**src/rtl/pipe_stage_reg_pkg.sv**
```systemverilog
// pipe_pkg: shared definitions for the generic elastic pipeline stage.
//   - stage state encoding (EMPTY / BUSY / FULL)
//   - reset level constants
//   - default payload width
//   - per-stage payload field offsets so EX/MEM and MEM/WB pack/unpack alike
package pipe_pkg;

    typedef enum logic [1:0] {
        ST_EMPTY = 2'd0,
        ST_BUSY  = 2'd1,
        ST_FULL  = 2'd2
    } pipe_state_e;

    localparam logic RstEnable  = 1'b1;
    localparam logic RstDisable = 1'b0;

    localparam int unsigned PIPE_PAYLOAD_W = 64;

    // EX/MEM payload layout
    localparam int unsigned EXMEM_ALU_LSB    = 0;
    localparam int unsigned EXMEM_ALU_W      = 32;
    localparam int unsigned EXMEM_WRADDR_LSB = EXMEM_ALU_LSB + EXMEM_ALU_W;
    localparam int unsigned EXMEM_WRADDR_W   = 5;
    localparam int unsigned EXMEM_WREN_LSB   = EXMEM_WRADDR_LSB + EXMEM_WRADDR_W;
    localparam int unsigned EXMEM_CSR_LSB    = EXMEM_WREN_LSB + 1;
    localparam int unsigned EXMEM_CSR_W      = 12;

    // MEM/WB payload layout
    localparam int unsigned MEMWB_WDATA_LSB  = 0;
    localparam int unsigned MEMWB_WDATA_W    = 32;
    localparam int unsigned MEMWB_WRADDR_LSB = MEMWB_WDATA_LSB + MEMWB_WDATA_W;
    localparam int unsigned MEMWB_WRADDR_W   = 5;
    localparam int unsigned MEMWB_WREN_LSB   = MEMWB_WRADDR_LSB + MEMWB_WRADDR_W;

endpackage

```
**src/rtl/pipe_stage_reg_if.sv**
```systemverilog
// pipe_stage_reg_if: valid/ready/payload handshake bundle.
//   valid : producer has a beat
//   ready : consumer can accept the beat
//   data  : PAYLOAD_W-bit opaque payload
// Modports: master = producer side, slave = consumer side.
interface pipe_stage_reg_if
    import pipe_pkg::*;
#(
    parameter int unsigned PAYLOAD_W = PIPE_PAYLOAD_W
) ();

    logic                 valid;
    logic                 ready;
    logic [PAYLOAD_W-1:0] data;

    modport master (output valid, output data, input ready);
    modport slave  (input valid, input data, output ready);

endinterface

```
**src/rtl/pipe_stage_reg_sat_counter.sv**
```systemverilog
// sat_counter: W-bit up-counter that sticks at all-ones instead of wrapping.
//   clk : clock
//   rst : synchronous active-high clear
//   inc : count this cycle
//   cnt : current count
module sat_counter
    import pipe_pkg::*;
#(
    parameter int unsigned W = 32
) (
    input  logic         clk,
    input  logic         rst,
    input  logic         inc,
    output logic [W-1:0] cnt
);

    always_ff @(posedge clk) begin
        if (rst == RstEnable) begin
            cnt <= '0;
        end else if (inc && (cnt != '1)) begin
            cnt <= cnt + 1'b1;
        end
    end

endmodule

```
**src/rtl/pipe_stage_reg.sv**
```systemverilog
// pipe_stage_reg: generic elastic pipeline stage with a 2-entry skid buffer.
// Upstream ready comes straight from a register (plus flush), latency is one
// cycle and throughput is one beat per cycle while downstream is ready.
//   clk             : clock, rising edge
//   rst             : synchronous reset, active-high
//   flush           : squash all held beats; nothing accepted this cycle
//   in_if  (slave)  : upstream valid/ready/data
//   out_if (master) : downstream valid/ready/data, driven from main register
//   occupancy       : beats held, 0..2
//   perf_stall_cnt  : cycles with out_valid & ~out_ready   (PIPE_STAGE_PERF_CNT_EN)
//   perf_bubble_cnt : cycles with ~out_valid out of reset  (PIPE_STAGE_PERF_CNT_EN)
// Optional feature macro: PIPE_STAGE_PERF_CNT_EN enables the saturating
// performance counters and their ports.
module pipe_stage_reg
    import pipe_pkg::*;
#(
    parameter int unsigned          PAYLOAD_W = PIPE_PAYLOAD_W,
    parameter logic [PAYLOAD_W-1:0] RST_VAL   = '0,
    parameter int unsigned          CNT_W     = 32
) (
    input  logic             clk,
    input  logic             rst,
    input  logic             flush,
    pipe_stage_reg_if.slave  in_if,
    pipe_stage_reg_if.master out_if,
`ifdef PIPE_STAGE_PERF_CNT_EN
    output logic [CNT_W-1:0] perf_stall_cnt,
    output logic [CNT_W-1:0] perf_bubble_cnt,
`endif
    output logic [1:0]       occupancy
);

    if (CNT_W < 1) begin : g_bad_cnt_w
        $error("pipe_stage_reg: CNT_W must be at least 1");
    end

    pipe_state_e          state;
    logic                 main_v;
    logic                 skid_v;
    logic [PAYLOAD_W-1:0] main_d;
    logic [PAYLOAD_W-1:0] skid_d;

    logic in_ready;
    logic in_fire;
    logic out_fire;

    assign in_ready     = ~skid_v & ~flush;
    assign in_if.ready  = in_ready;
    assign in_fire      = in_if.valid & in_ready;
    assign out_fire     = main_v & out_if.ready;

    assign out_if.valid = main_v;
    assign out_if.data  = main_d;
    assign occupancy    = {1'b0, main_v} + {1'b0, skid_v};

    always_ff @(posedge clk) begin
        if (rst == RstEnable) begin
            state  <= ST_EMPTY;
            main_v <= 1'b0;
            skid_v <= 1'b0;
            main_d <= RST_VAL;
            skid_d <= RST_VAL;
        end else if (flush) begin
            // Payload registers deliberately keep their contents.
            state  <= ST_EMPTY;
            main_v <= 1'b0;
            skid_v <= 1'b0;
        end else begin
            unique case (state)
                ST_EMPTY: begin
                    if (in_fire) begin
                        state  <= ST_BUSY;
                        main_v <= 1'b1;
                        main_d <= in_if.data;
                    end
                end
                ST_BUSY: begin
                    if (in_fire && out_fire) begin
                        main_d <= in_if.data;
                    end else if (in_fire) begin
                        // Downstream stalled: park the new beat in the skid slot.
                        state  <= ST_FULL;
                        skid_v <= 1'b1;
                        skid_d <= in_if.data;
                    end else if (out_fire) begin
                        state  <= ST_EMPTY;
                        main_v <= 1'b0;
                    end
                end
                ST_FULL: begin
                    if (out_fire) begin
                        state  <= ST_BUSY;
                        skid_v <= 1'b0;
                        main_d <= skid_d;
                    end
                end
                default: begin
                    state  <= ST_EMPTY;
                    main_v <= 1'b0;
                    skid_v <= 1'b0;
                end
            endcase
        end
    end

    a_skid_implies_main: assert property (@(posedge clk) disable iff (rst)
        !(skid_v && !main_v));

`ifdef PIPE_STAGE_PERF_CNT_EN
    sat_counter #(.W(CNT_W)) u_stall_cnt (
        .clk (clk),
        .rst (rst),
        .inc (main_v & ~out_if.ready),
        .cnt (perf_stall_cnt)
    );

    sat_counter #(.W(CNT_W)) u_bubble_cnt (
        .clk (clk),
        .rst (rst),
        .inc (~main_v),
        .cnt (perf_bubble_cnt)
    );
`endif

endmodule

```
**src/flat_wrapper.sv**
```systemverilog
// flat-port wrapper written by rule: the top's interface ports become plain ports
module pipe_stage_reg_flat import pipe_pkg::*;
#(
    parameter int unsigned          PAYLOAD_W = PIPE_PAYLOAD_W,
    parameter logic [PAYLOAD_W-1:0] RST_VAL   = '0,
    parameter int unsigned          CNT_W     = 32
)
  (clk, rst, flush, occupancy, in_if_valid, in_if_data, in_if_ready, out_if_valid, out_if_data, out_if_ready);
  pipe_stage_reg_if #(.PAYLOAD_W(PAYLOAD_W)) in_if_i ();
  pipe_stage_reg_if #(.PAYLOAD_W(PAYLOAD_W)) out_if_i ();
  input  logic clk;
  input  logic rst;
  input  logic flush;
  output logic [1:0] occupancy;
  input wire logic [$bits(in_if_i.valid)-1:0] in_if_valid;
  input wire logic [$bits(in_if_i.data)-1:0] in_if_data;
  output wire logic [$bits(in_if_i.ready)-1:0] in_if_ready;
  output wire logic [$bits(out_if_i.valid)-1:0] out_if_valid;
  output wire logic [$bits(out_if_i.data)-1:0] out_if_data;
  input wire logic [$bits(out_if_i.ready)-1:0] out_if_ready;
  assign in_if_i.valid = in_if_valid;
  assign in_if_i.data = in_if_data;
  assign in_if_ready = in_if_i.ready;
  assign out_if_valid = out_if_i.valid;
  assign out_if_data = out_if_i.data;
  assign out_if_i.ready = out_if_ready;
  pipe_stage_reg #(.PAYLOAD_W(PAYLOAD_W), .RST_VAL(RST_VAL), .CNT_W(CNT_W)) u_core (.clk(clk), .rst(rst), .flush(flush), .in_if(in_if_i), .out_if(out_if_i), .occupancy(occupancy));
endmodule
```
**config.mk**
```make
export PLATFORM = sky130hd
export DESIGN_NAME = pipe_stage_reg_flat
export DESIGN_NICKNAME = d
export VERILOG_FILES = /design/src/rtl/pipe_stage_reg_pkg.sv /design/src/rtl/pipe_stage_reg_if.sv /design/src/rtl/pipe_stage_reg_sat_counter.sv /design/src/rtl/pipe_stage_reg.sv /design/src/flat_wrapper.sv
export SDC_FILE = /design/constraint.sdc
export NUM_CORES = 1
export LEC_CHECK = 0
export CORE_AREA = 2 2 171 106
export CTS_BUF_LIST = sky130_fd_sc_hd__clkbuf_4 sky130_fd_sc_hd__clkbuf_8
export DETAILED_ROUTE_END_ITERATION = 12
export DIE_AREA = 0 0 173 108
export PLACE_DENSITY = 0.69
export SYNTH_ARGS = -nofsm -noshare
export SYNTH_HDL_FRONTEND = slang
export SYNTH_HIERARCHICAL = 1
export SYNTH_SLANG_ARGS = --single-unit
```
**constraint.sdc**
```tcl
create_clock -name clk -period 4.5 [get_ports clk]
set_input_delay 0.9 -clock clk [delete_from_list [all_inputs] [get_ports clk]]
set_output_delay 0.9 -clock clk [all_outputs]
set_load 0.01 [all_outputs]
```
# After elaboration in Yosys (flattened, before gate mapping)

Cells that the tools add are included.

Register bits: 132
Bits in latches: 0
RAM bits: 0
Bits in read-only memories: 0
Input bits: 69
Logic and storage cells: 50
Memories: 0

Add/sub/neg operators: 1
Multiply operators: 0
Div/mod/pow operators: 0
Order comparisons: 0
Equality and inequality tests: 10
Shift operators: 0
Mux-type cells: 17
Bitwise logic cells: 8
Reductions and logical operators: 9

Operator list:

| cell                                                   | count |
|---|---|
| 2-to-1 mux 64 bit                                      | 3 |
| case mux 64 bit (3 select lines)                       | 1 |
| AND reduction 4 bit                                    | 3 |
| 2-to-1 mux 2 bit                                       | 5 |
| inequality test 2 x 1 -> 1 bit (second input constant) | 5 |
| AND reduction 5 bit                                    | 2 |
| case mux 1 bit (3 select lines)                        | 2 |
| case mux 2 bit (3 select lines)                        | 1 |
| 2-to-1 mux 1 bit                                       | 5 |
| NOT 1 bit                                              | 5 |
| inequality test 2 bit (second input constant)          | 2 |
| AND 1 bit                                              | 3 |
| inequality test 3 x 1 -> 1 bit (second input constant) | 1 |
| nonzero test 3 bit                                     | 1 |
| adder 1 x 1 -> 2 bit                                   | 1 |
| equality test 2 x 1 -> 1 bit (second input constant)   | 1 |
| equality test 2 bit (second input constant)            | 1 |
| zero test 2 bit                                        | 1 |
| OR reduction 2 bit                                     | 1 |
| logical AND 1 bit                                      | 1 |

# Depth between registers and ports, before layout

Gate-level depths: netlist (run 1).

Depth in word-level cells: 6
Mapped depth: 6

# Worst setup path before layout (run 1)

Ideal clock, no wire load.

Path type: input port to flip-flop
Start: in out_if_ready
End: reg u_core.main_d[10] (netlist: u_core/out_if.data[10])
Setup time: 146 ps
Arrival time: 1925 ps
Path slack: 2429 ps
Cell stages on the path: 6
Buffers on the path: 3
Cell sequence: a21bo_2 -> buf_6 -> buf_2 -> buf_2 -> a221oi_1 -> a211oi_2

Word-level cells in the longest chain between the ends: 4
Elaborated cells between the ends (all ways): 5
Classes of those cells: eq/ne (2); bitwise (1); reduce/logical (2)

Ends and longest elaborated chain:

| what                                            | RTL line             | text |
|---|---|---|
| start, declared                                 | flat_wrapper.sv:20   | `input wire logic [$bits(out_if_i.ready)-1:0] out_if_ready;` |
| AND 1 bit (*)                                   | pipe_stage_reg.sv:50 | `assign out_fire = main_v & out_if.ready;` |
| logical AND 1 bit                               | pipe_stage_reg.sv:78 | `if (in_fire && out_fire) begin` |
| inequality test 2 x 1 -> 1 bit (no source line) | -                    |  |
| AND reduction 5 bit (no source line) (*)        | -                    |  |
| end signal, assigned                            | pipe_stage_reg.sv:74 | `main_d <= in_if.data;` |
| end signal, assigned                            | pipe_stage_reg.sv:79 | `main_d <= in_if.data;` |
| end signal, assigned                            | pipe_stage_reg.sv:94 | `main_d <= skid_d;` |
| end, declared                                   | pipe_stage_reg.sv:40 | `logic [PAYLOAD_W-1:0] main_d;` |

Every way passes the cells marked *; elsewhere a longest branch is shown, timed or not.
A chain may end at the register's enable or synchronous reset.

# Worst setup path in the final report (run 1)

Start: in flush
End: out in_if_ready

Word-level cells in the longest chain between the ends: 2

Ends and longest elaborated chain:

| what                       | RTL line             | text |
|---|---|---|
| start, declared            | flat_wrapper.sv:13   | `input logic flush;` |
| NOT 1 bit (no source line) | -                    |  |
| AND 1 bit                  | pipe_stage_reg.sv:47 | `assign in_ready = ~skid_v & ~flush;` |
| end, declared              | flat_wrapper.sv:17   | `output wire logic [$bits(in_if_i.ready)-1:0] in_if_ready;` |

Every way passes these cells.

==> impl.org, run 1 <==
** Drt
- Detailed Routing Iterations Pass 1 :: 5
- Aggregate routed wire length :: 18900 um
- DR vias/cell :: 5.96
- Once detail routing completed, the nets flagged for antenna violations numbered 0.
- Remaining design rule violation count :: 0
- Average wire per standard cell :: 19.8 um
- In this run, the number of DRC markers left after iteration 0 of detailed routing was 553.
- Across all layers, the routed design uses 5685 vias.

** Timing
- The tightest hold path in the finished design has a slack of ~0.48 ns.
- Of the available clock period, the critical path in the final layout requires between 60% and 70%.
- Based on the critical path, the design can be clocked at up to 0.320 GHz.
- Minimum clock period after layout :: 3.12 ns
- In this run the tightest slew margin relative to its limit is 17.5%.
- Setup repair after global routing left no endpoint under its margin.
- The final count of hold timing violations came to 0.
- Setup violations remaining at the end of the flow were counted as 0.
- Worst-case clock skew :: 0.0112 ns
- Setup_tns :: 0 ns
- The final number of max-transition violations came to 0.
- The worst path meets setup with between 1 and 1.5 ns of slack.
- Slew at the pin with the worst max-slew slack :: between 1 and 1.5 ns

** Die
- Std-Cell Rows :: 37
- The floorplan step defined a die boundary enclosing 18700 um^2.
- In this run the count of I/O pins placed on the die edge is roughly 140.
- For this configuration, the core starts out at a cell density of 36.7%.
- Die width :: 173 um
- The die is 108 um tall.
- Total core area :: 16900 um^2

** Synth
- After synthesis, the netlist uses 33 different library cells.
- Mean cell area of the mapped netlist :: between 9 and 10 um^2
- Sequential fraction of the synthesis area :: 42.5%
- FF+latch count, synth :: 132
- Total number of yosys warnings :: 6
- The cell count after synthesis came out at 629.
- Counting every net in the synthesized netlist gives 699.
- Summed instance area of the synthesized netlist :: 6220 um^2

** Clocking
- CTS sink count :: between 100 and 150
- Library cell used as clock root buffer :: sky130_fd_sc_hd__clkbuf_8
- Number of gates given a new drive strength after cts :: 0
- At the later pin of the worst-skew pair, clock insertion delay measures 0.43 ns.
- The number of setup buffers added after CTS is 0.
- Count of H-tree levels built during CTS :: 4
- Worst-path clk slew :: 0.07 ns
- Clock tree synthesis inserted a total of 17 buffers.
- Hold repair after CTS inserted 0 buffers.
- TritonCTS clock tree :: built
- Deepest clock path buffer count :: 2

** Cells and area
- Nets :: about 800
- Commonest cells after routing, fill and taps aside :: sky130_fd_sc_hd__clkdlybuf4s50_1 (135), sky130_fd_sc_hd__dfxtp_1 (132), sky130_fd_sc_hd__a221oi_1 (65), sky130_fd_sc_hd__nand3_1 (65), sky130_fd_sc_hd__a21oi_1 (65)
- The library cell used most frequently in the layout, excluding fill and tap cells, is sky130_fd_sc_hd__clkdlybuf4s50_1.
- The post-route netlist has 15.4% of its cells at a drive strength greater than 1.
- Layout overhead on the synthesized area :: 28.3%
- The number of antenna diodes in the final layout is 0.
- Final core utilization :: 47.1%
- Non-filler instance count after layout :: 954
- Once layout is done, the placed cells without fillers occupy 7980 um^2.

** Min path
- Class of the worst hold path :: flop to flop

** Placement
- # placed instances :: between 900 and 1000
- The congestion estimate from routability-driven global placement came to around 0.79.
- Once detailed placement completed, the half-perimeter wirelength came to 11000 um.
- The placed instances occupy a cell area of 7570 um^2.
- Pre-CTS WS :: roughly 1.0 ns
- IO buf count :: 136

** Global route
- The first global-routing pass estimated slightly below 30000 um of wire.
- Entering global routing, the biggest net connects 131 pins.
- Across every metal layer, demand over resource in global routing totals 19.8%.
- Grt total ovfl :: 0
- The via count of the first global-routing pass was 5474.
- The number of antenna violations at the first check in global routing came to 0.

** Power and ir drop
- Cell leakage power :: 2.93 nW
- Power density over cell area :: 341 nW/um^2
- VDD sags by at most 134 uV.
- Total power :: 2.72 mW

** Setup path
- STA puts the critical path data required time at 3.60 ns.
- Type of the worst setup path :: input pin to output port
- Sort of element at the end of the critical path :: output port
- STA classifies the critical path startpoint as an input pin.
- Worst Path Arrival :: 2.22 ns
- Along the worst path, the maximum fanout reaches 6.

** Status
- Status :: completed

** Job
- Count of max-cap constraint violations :: 0
where the power goes:
part | switching, mW | internal [mW] | total (mW)
clock network | 0.471 | 0.568 | 1.04
registers | 0.0351 | 1.22 | 1.25
logic | 0.222 | 0.213 | 0.434
total | 0.728 | 2.00 | 2.72
cell usage after synthesis, drive strengths merged:
| library cell | number | area, um^2 |
|---|---|---|
| nand3 | 65 | 325 |
| a211o | 1 | 8.76 |
| nand2b | 2 | 12.5 |
| or3b | 1 | 8.76 |
| a21bo | 1 | 10.0 |
| a21o | 2 | 15.0 |
| or3 | 1 | 6.26 |
| nand4b | 1 | 8.76 |
| ha | 1 | 12.5 |
| a21oi | 65 | 325 |
| nor2 | 1 | 3.75 |
| nand3b | 1 | 7.51 |
| dfxtp | 132 | 2640 |
| nand2 | 3 | 11.3 |
| a31oi | 2 | 12.5 |
| clkbuf | 46 | 178 |
| nor4b | 1 | 23.8 |
| buf | 39 | 244 |
| a21boi | 1 | 7.51 |
| a211oi | 64 | 781 |
| o21ai | 64 | 320 |
| a221oi | 65 | 569 |
| and4b | 1 | 10.0 |
| or2 | 1 | 6.26 |
| inv | 2 | 7.51 |
| or4b | 1 | 13.8 |
| mux2i | 64 | 641 |
| a22o | 1 | 8.76 |
critical path, cell delays in order:
cell	delay (ns)
sky130_fd_sc_hd__clkdlybuf4s50_1	0.53
sky130_fd_sc_hd__nor2_1	0.22
sky130_fd_sc_hd__clkdlybuf4s50_1	0.57
worst paths after layout:
path | start | to | slack, ns | cells after the start
max | flush | in_if_ready | 1.38 | 3
max reg2reg | u_core/out_if.valid$_SDFFE_PP0P_ | u_core/out_if.data[61]$_SDFFE_PP0P_ | 2.01 | 4
min | u_core/skid_d[26]$_SDFFE_PP0P_ | u_core/skid_d[26]$_SDFFE_PP0P_ | 0.48 | 2
min reg2reg | u_core/skid_d[26]$_SDFFE_PP0P_ | u_core/skid_d[26]$_SDFFE_PP0P_ | 0.48 | 2
logic make-up after synthesis:
| group | after synthesis | share of synthesized area, % |
|---|---|---|
| buffers and inverters | 87 | 6.90 |
| muxes | 64 | 10.3 |
| DFF | 132 | 42.5 |
| AOI/OAI and AO/OA | 266 | 33.1 |
| and+or+nand+nor | 79 | 7.04 |
| adders and majority gates | 1 | 0.201 |
layer usage:
metal | wire, um | vias up | global-route usage [%]
met3 | 1610 | 15 | 5.10
met2 | 8480 | 279 | 31.4
met1 | 8640 | 2793 | 26.9
met5 | 0 | - | 0
met4 | 124 | 0 | 5.57
li1 | - | 2598 | -
final cells by class:
| class | count | area (um^2) |
|---|---|---|
| inverter | 2 | 7.51 |
| tap | 234 | 293 |
| sequential | 132 | 2640 |
| clock buffer | 19 | 255 |
| timing repair buffer | 144 | 1440 |
| multi-input combinational | 410 | 3180 |
| fill | 1583 | 8960 |
| clock inverter | 13 | 158 |
sequential cells by signal, summed over array words and instances, names as in the netlist:
register / flops
u_core/out_if.data: 64
u_core/state: 2
u_core/skid_v: 1
u_core/out_if.valid: 1
u_core/skid_d: 64
No activity file was read; power rests on OpenSTA's default activity.
==> run 2, diff against run 1 <==
Clock period 4.5 ns to 3.3 ns, I/O delays scaled along.
==> run 2 against run 1 <==
Compared with the run above:
- routed wire length increased by 1.4%
- register-to-register slack worse by 0.79 ns
- non-clock buffer count is 2 higher
- worst hold slack improved by 0.00078 ns
- total power is 36% higher
- clock skew up 0.0041 ns
- final area is 0.86% higher
- die area unchanged
- largest cell class unchanged
==> impl.org, run 2 (synthesis gave the netlist of run 1 again) <==
** Cells and area
- The count of filler cells inserted in the layout is 1572 (-0.69%).
- From synthesis to final layout, the design area changed by 29.4%.
- The fraction of final layout cells sized beyond drive strength 1 was 15.7% (+0.23 points).
- Total inserted antenna cells :: 0 (unchanged)
- Most common cell after layout, fill and taps aside :: sky130_fd_sc_hd__clkdlybuf4s50_1
- The area used by multi-input combinational logic is 3180 um^2 (unchanged).
- In the layout the commonest cells are sky130_fd_sc_hd__clkdlybuf4s50_1 (135), sky130_fd_sc_hd__dfxtp_1 (132), sky130_fd_sc_hd__a221oi_1 (65), sky130_fd_sc_hd__nand3_1 (65), sky130_fd_sc_hd__a21oi_1 (65).
- The net count reported at finish was 779 (+0.26%).
- Non-filler instance count after layout :: 956 (+0.21%)
- The area taken by flip-flops and latches was 2640 um^2 (unchanged).

** Setup path
- Among the stages of the critical path, the cell type that occurs most often is sky130_fd_sc_hd__clkdlybuf4s50_1.
- Type of the worst setup path :: input pin to output port
- The logic depth of the worst path, buffers included is 3 (unchanged).
- Element type at the critical path start :: input pin
- Delay of the slowest critical-path stage :: 0.56 ns (about the same)
- The worst endpoint required time came to 2.64 ns (-0.96 ns).
- The maximum fanout encountered on the critical timing path is 6 (unchanged).
- The number of cells on the worst reg-to-reg path came to 4 (unchanged).
- Sort of element at the end of the critical path :: output port
- Ordered cell list for the critical path :: clkdlybuf4s50_1 -> nor2_1 -> clkdlybuf4s50_1
- Slowest cell on crit path :: sky130_fd_sc_hd__clkdlybuf4s50_1
- The number of buffer and inverter instances along the worst setup path is 2 (unchanged).
- The data arrival time of the critical path was 1.99 ns (-0.23 ns).
- Broken down by cell family, the worst path's largest delay share belongs to buffers and inverters.

** Placement
- The number of instances in the placed design was 924 (+0.22%).
- The placed wire-length estimate came to 10900 um (-0.84%).
- The final weighted congestion in routability-driven placement was 0.739 (-7.0%).
- The total of buffers placed on input and output ports is 136 (unchanged).

** Timing
- The worst slew slack as a fraction of its limit came to 47.9% (+30 points).
- Highest Clock Rate :: 0.377 GHz
- The hold slack came to 0.477 ns (+0.000777 ns).
- Slew at the pin with the worst max-slew slack :: 0.782 ns (-0.455 ns)
- The final count of hold timing violations was 0 (unchanged).
- After layout, the minimum clock period comes to 2.65 ns.
- The final setup violation count came to 0 (unchanged).
- The worst-case clock skew is 0.0153 ns (+0.00409 ns).
- After layout, the worst path uses 80.4% of the clock period.
- The setup TNS after final layout is 0 ns (unchanged).
- Setup repair after global routing left no endpoint under its margin.
- The final number of max-transition violations was 0 (unchanged).

** Global route
- The number of antenna violations at the first check in global routing came to 0 (unchanged).
- The global-route usage over all layers is 20.2% (+0.43 points).
- Wire length of the first global-routing pass :: 30300 um (+2.2%)
- Number of global-route vias before repair :: 5664 (+3.5%)
- The maximum number of pins on one net before global-route repair is 131 (unchanged).
- The overflow left after global routing was 0 (unchanged).

** Drt
- DRT met1 WL :: 8940 um (+3.5%)
- Via count :: 5679 (-0.11%)
- In this run the top signal layer used is met4.
- The wire length on met2 was 8680 um (+2.4%).
- DR vias/cell :: 5.94 (-0.31%)
- The first-iteration detailed-routing DRC count is 556 (+0.54%).
- Average wire per standard cell :: 20.0 um (+1.2%)
- Remaining design rule violation count :: 0 (unchanged)
- The detailed-router iteration count before antenna repair came to 5 (unchanged).
- The met3 wirelength from detailed routing came to 1310 um (-19%).
- Antenna Violating Nets Remaining :: 0 (unchanged)
- Aggregate routed wire length :: 19100 um (+1.4%)

** Die
- The initial cell density of the core is 36.7% (unchanged).
- The width of the die is 173 um (unchanged).
- Die outline area :: 18700 um^2 (unchanged)
- The die height came to 108 um (unchanged).
- Number of primary I/O pins :: 137 (unchanged)
- The area inside the core boundary was 16900 um^2 (unchanged).
- Std-Cell Rows :: 37 (unchanged)

** Clocking
- The number of hold buffers added after CTS was 0 (unchanged).
- Deepest clock path buffer count :: 2 (unchanged)
- CTS sink count :: 132 (unchanged)
- Number of gates given a new drive strength after cts :: 0 (unchanged)
- Post-CTS Setup Inserts :: 0 (unchanged)
- Worst-path clk slew :: 0.07 ns (about the same)
- TritonCTS clock tree :: built
- Insertion delay of the later-clocked pin in the worst-skew pair :: 0.45 ns (+0.02 ns)
- Count of H-tree levels built during CTS :: 4 (unchanged)
- Number of CTS-inserted buffers :: 17 (unchanged)
- The tree is rooted in a sky130_fd_sc_hd__clkbuf_8.

** Power and ir drop
- Power density over cell area :: 460 nW/um^2 (+35%)
- The clock network fraction of total power is 37.8% (-0.3 points).
- The net switching power came to 1.04 mW (+43%).
- The leakage dissipation came to 2.95 nW (+0.55%).
- Reg power frac :: 45.9% (about the same)
- Fraction of power consumed by combinational cells :: 16.3% (+0.4 points)
- Internal Power :: 2.66 mW (+33%)
- Worst vdd ir :: 233 uV (+73%)
- Fraction of power spent switching nets :: 28.2% (+1.4 points)

** Min path
- Class of the worst hold path :: flop to flop
- Number of instances on the worst hold path :: 2 (unchanged)

** Status
- Status :: completed

** Job
- The number of max-cap violations is 0 (unchanged).
-- run 2: cell types whose count changed in the layout (fill, tap and decap cells not counted), sizes merged --
cell / previous run / this run
buf: 9 / 11
clkinv: 8 / 5
inv: 3 / 5
bufinv: 3 / 2
clkinvlp: 1 / 3
-- run 2: area by class of cell --
type | count | share of cell area [%]
Clock buffer | 19 | 3.17
Clock inverter | 13 | 1.85
Inverter | 2 | 0.0932
Multi-Input combinational cell | 410 | 39.5
Sequential cell | 132 | 32.8
Tap cell | 234 | 3.64
Timing Repair Buffer | 146 | 18.9
-- run 2: metal layers --
layer | GRT usage (%) | vias to the layer above
li1 | - | 2598
met4 | 6.30 | 0
met5 | 0 | -
met2 | 32.8 | 256
met3 | 4.92 | 23
met1 | 26.9 | 2802
-- run 2: worst min-delay path, delay by kind of cell, from the launching register on --
family | cells | cell delay (ns)
AO/OA/AOI/OAI | 2 | 0.12
flip-flops | 1 | 0.31
-- run 2: power groups by stage --
stage	Combinational, mW	Clock, mW	Sequential [mW]
after global routing	0.645	1.50	1.71
after detailed placement	0.602	0	1.74
after floorplan	0.296	0	1.75
after CTS	0.605	1.44	1.70
after global placement	0.584	0	1.74
final	0.605	1.40	1.70
-- run 2: through the flow --
| stage | utilization (%) | power (mW) | area (um^2) | worst slack, ns |
|---|---|---|---|---|
| finish | 47.5 | 3.71 | 8050 | 0.648 |
| global route | 47.5 | 3.86 | 8050 | 0.594 |
| CTS | 47.5 | 3.74 | 8050 | 0.617 |
| detailed placement | 45.1 | 2.34 | 7650 | 0.465 |
| global placement | 45.1 | 2.32 | 7650 | 0.553 |
| floorplan | - | 2.05 | 6220 | 1.47 |
-- run 2: path summary, 6_finish.rpt --
kind / end / slack [ns] / startpoint
max: in_if_ready / 0.65 / flush
min: u_core/skid_d[13]$_SDFFE_PP0P_ / 0.48 / u_core/skid_d[13]$_SDFFE_PP0P_
max reg2reg: u_core/out_if.data[34]$_SDFFE_PP0P_ / 1.22 / u_core/state[1]$_SDFFE_PP0P_
min reg2reg: u_core/skid_d[13]$_SDFFE_PP0P_ / 0.48 / u_core/skid_d[13]$_SDFFE_PP0P_
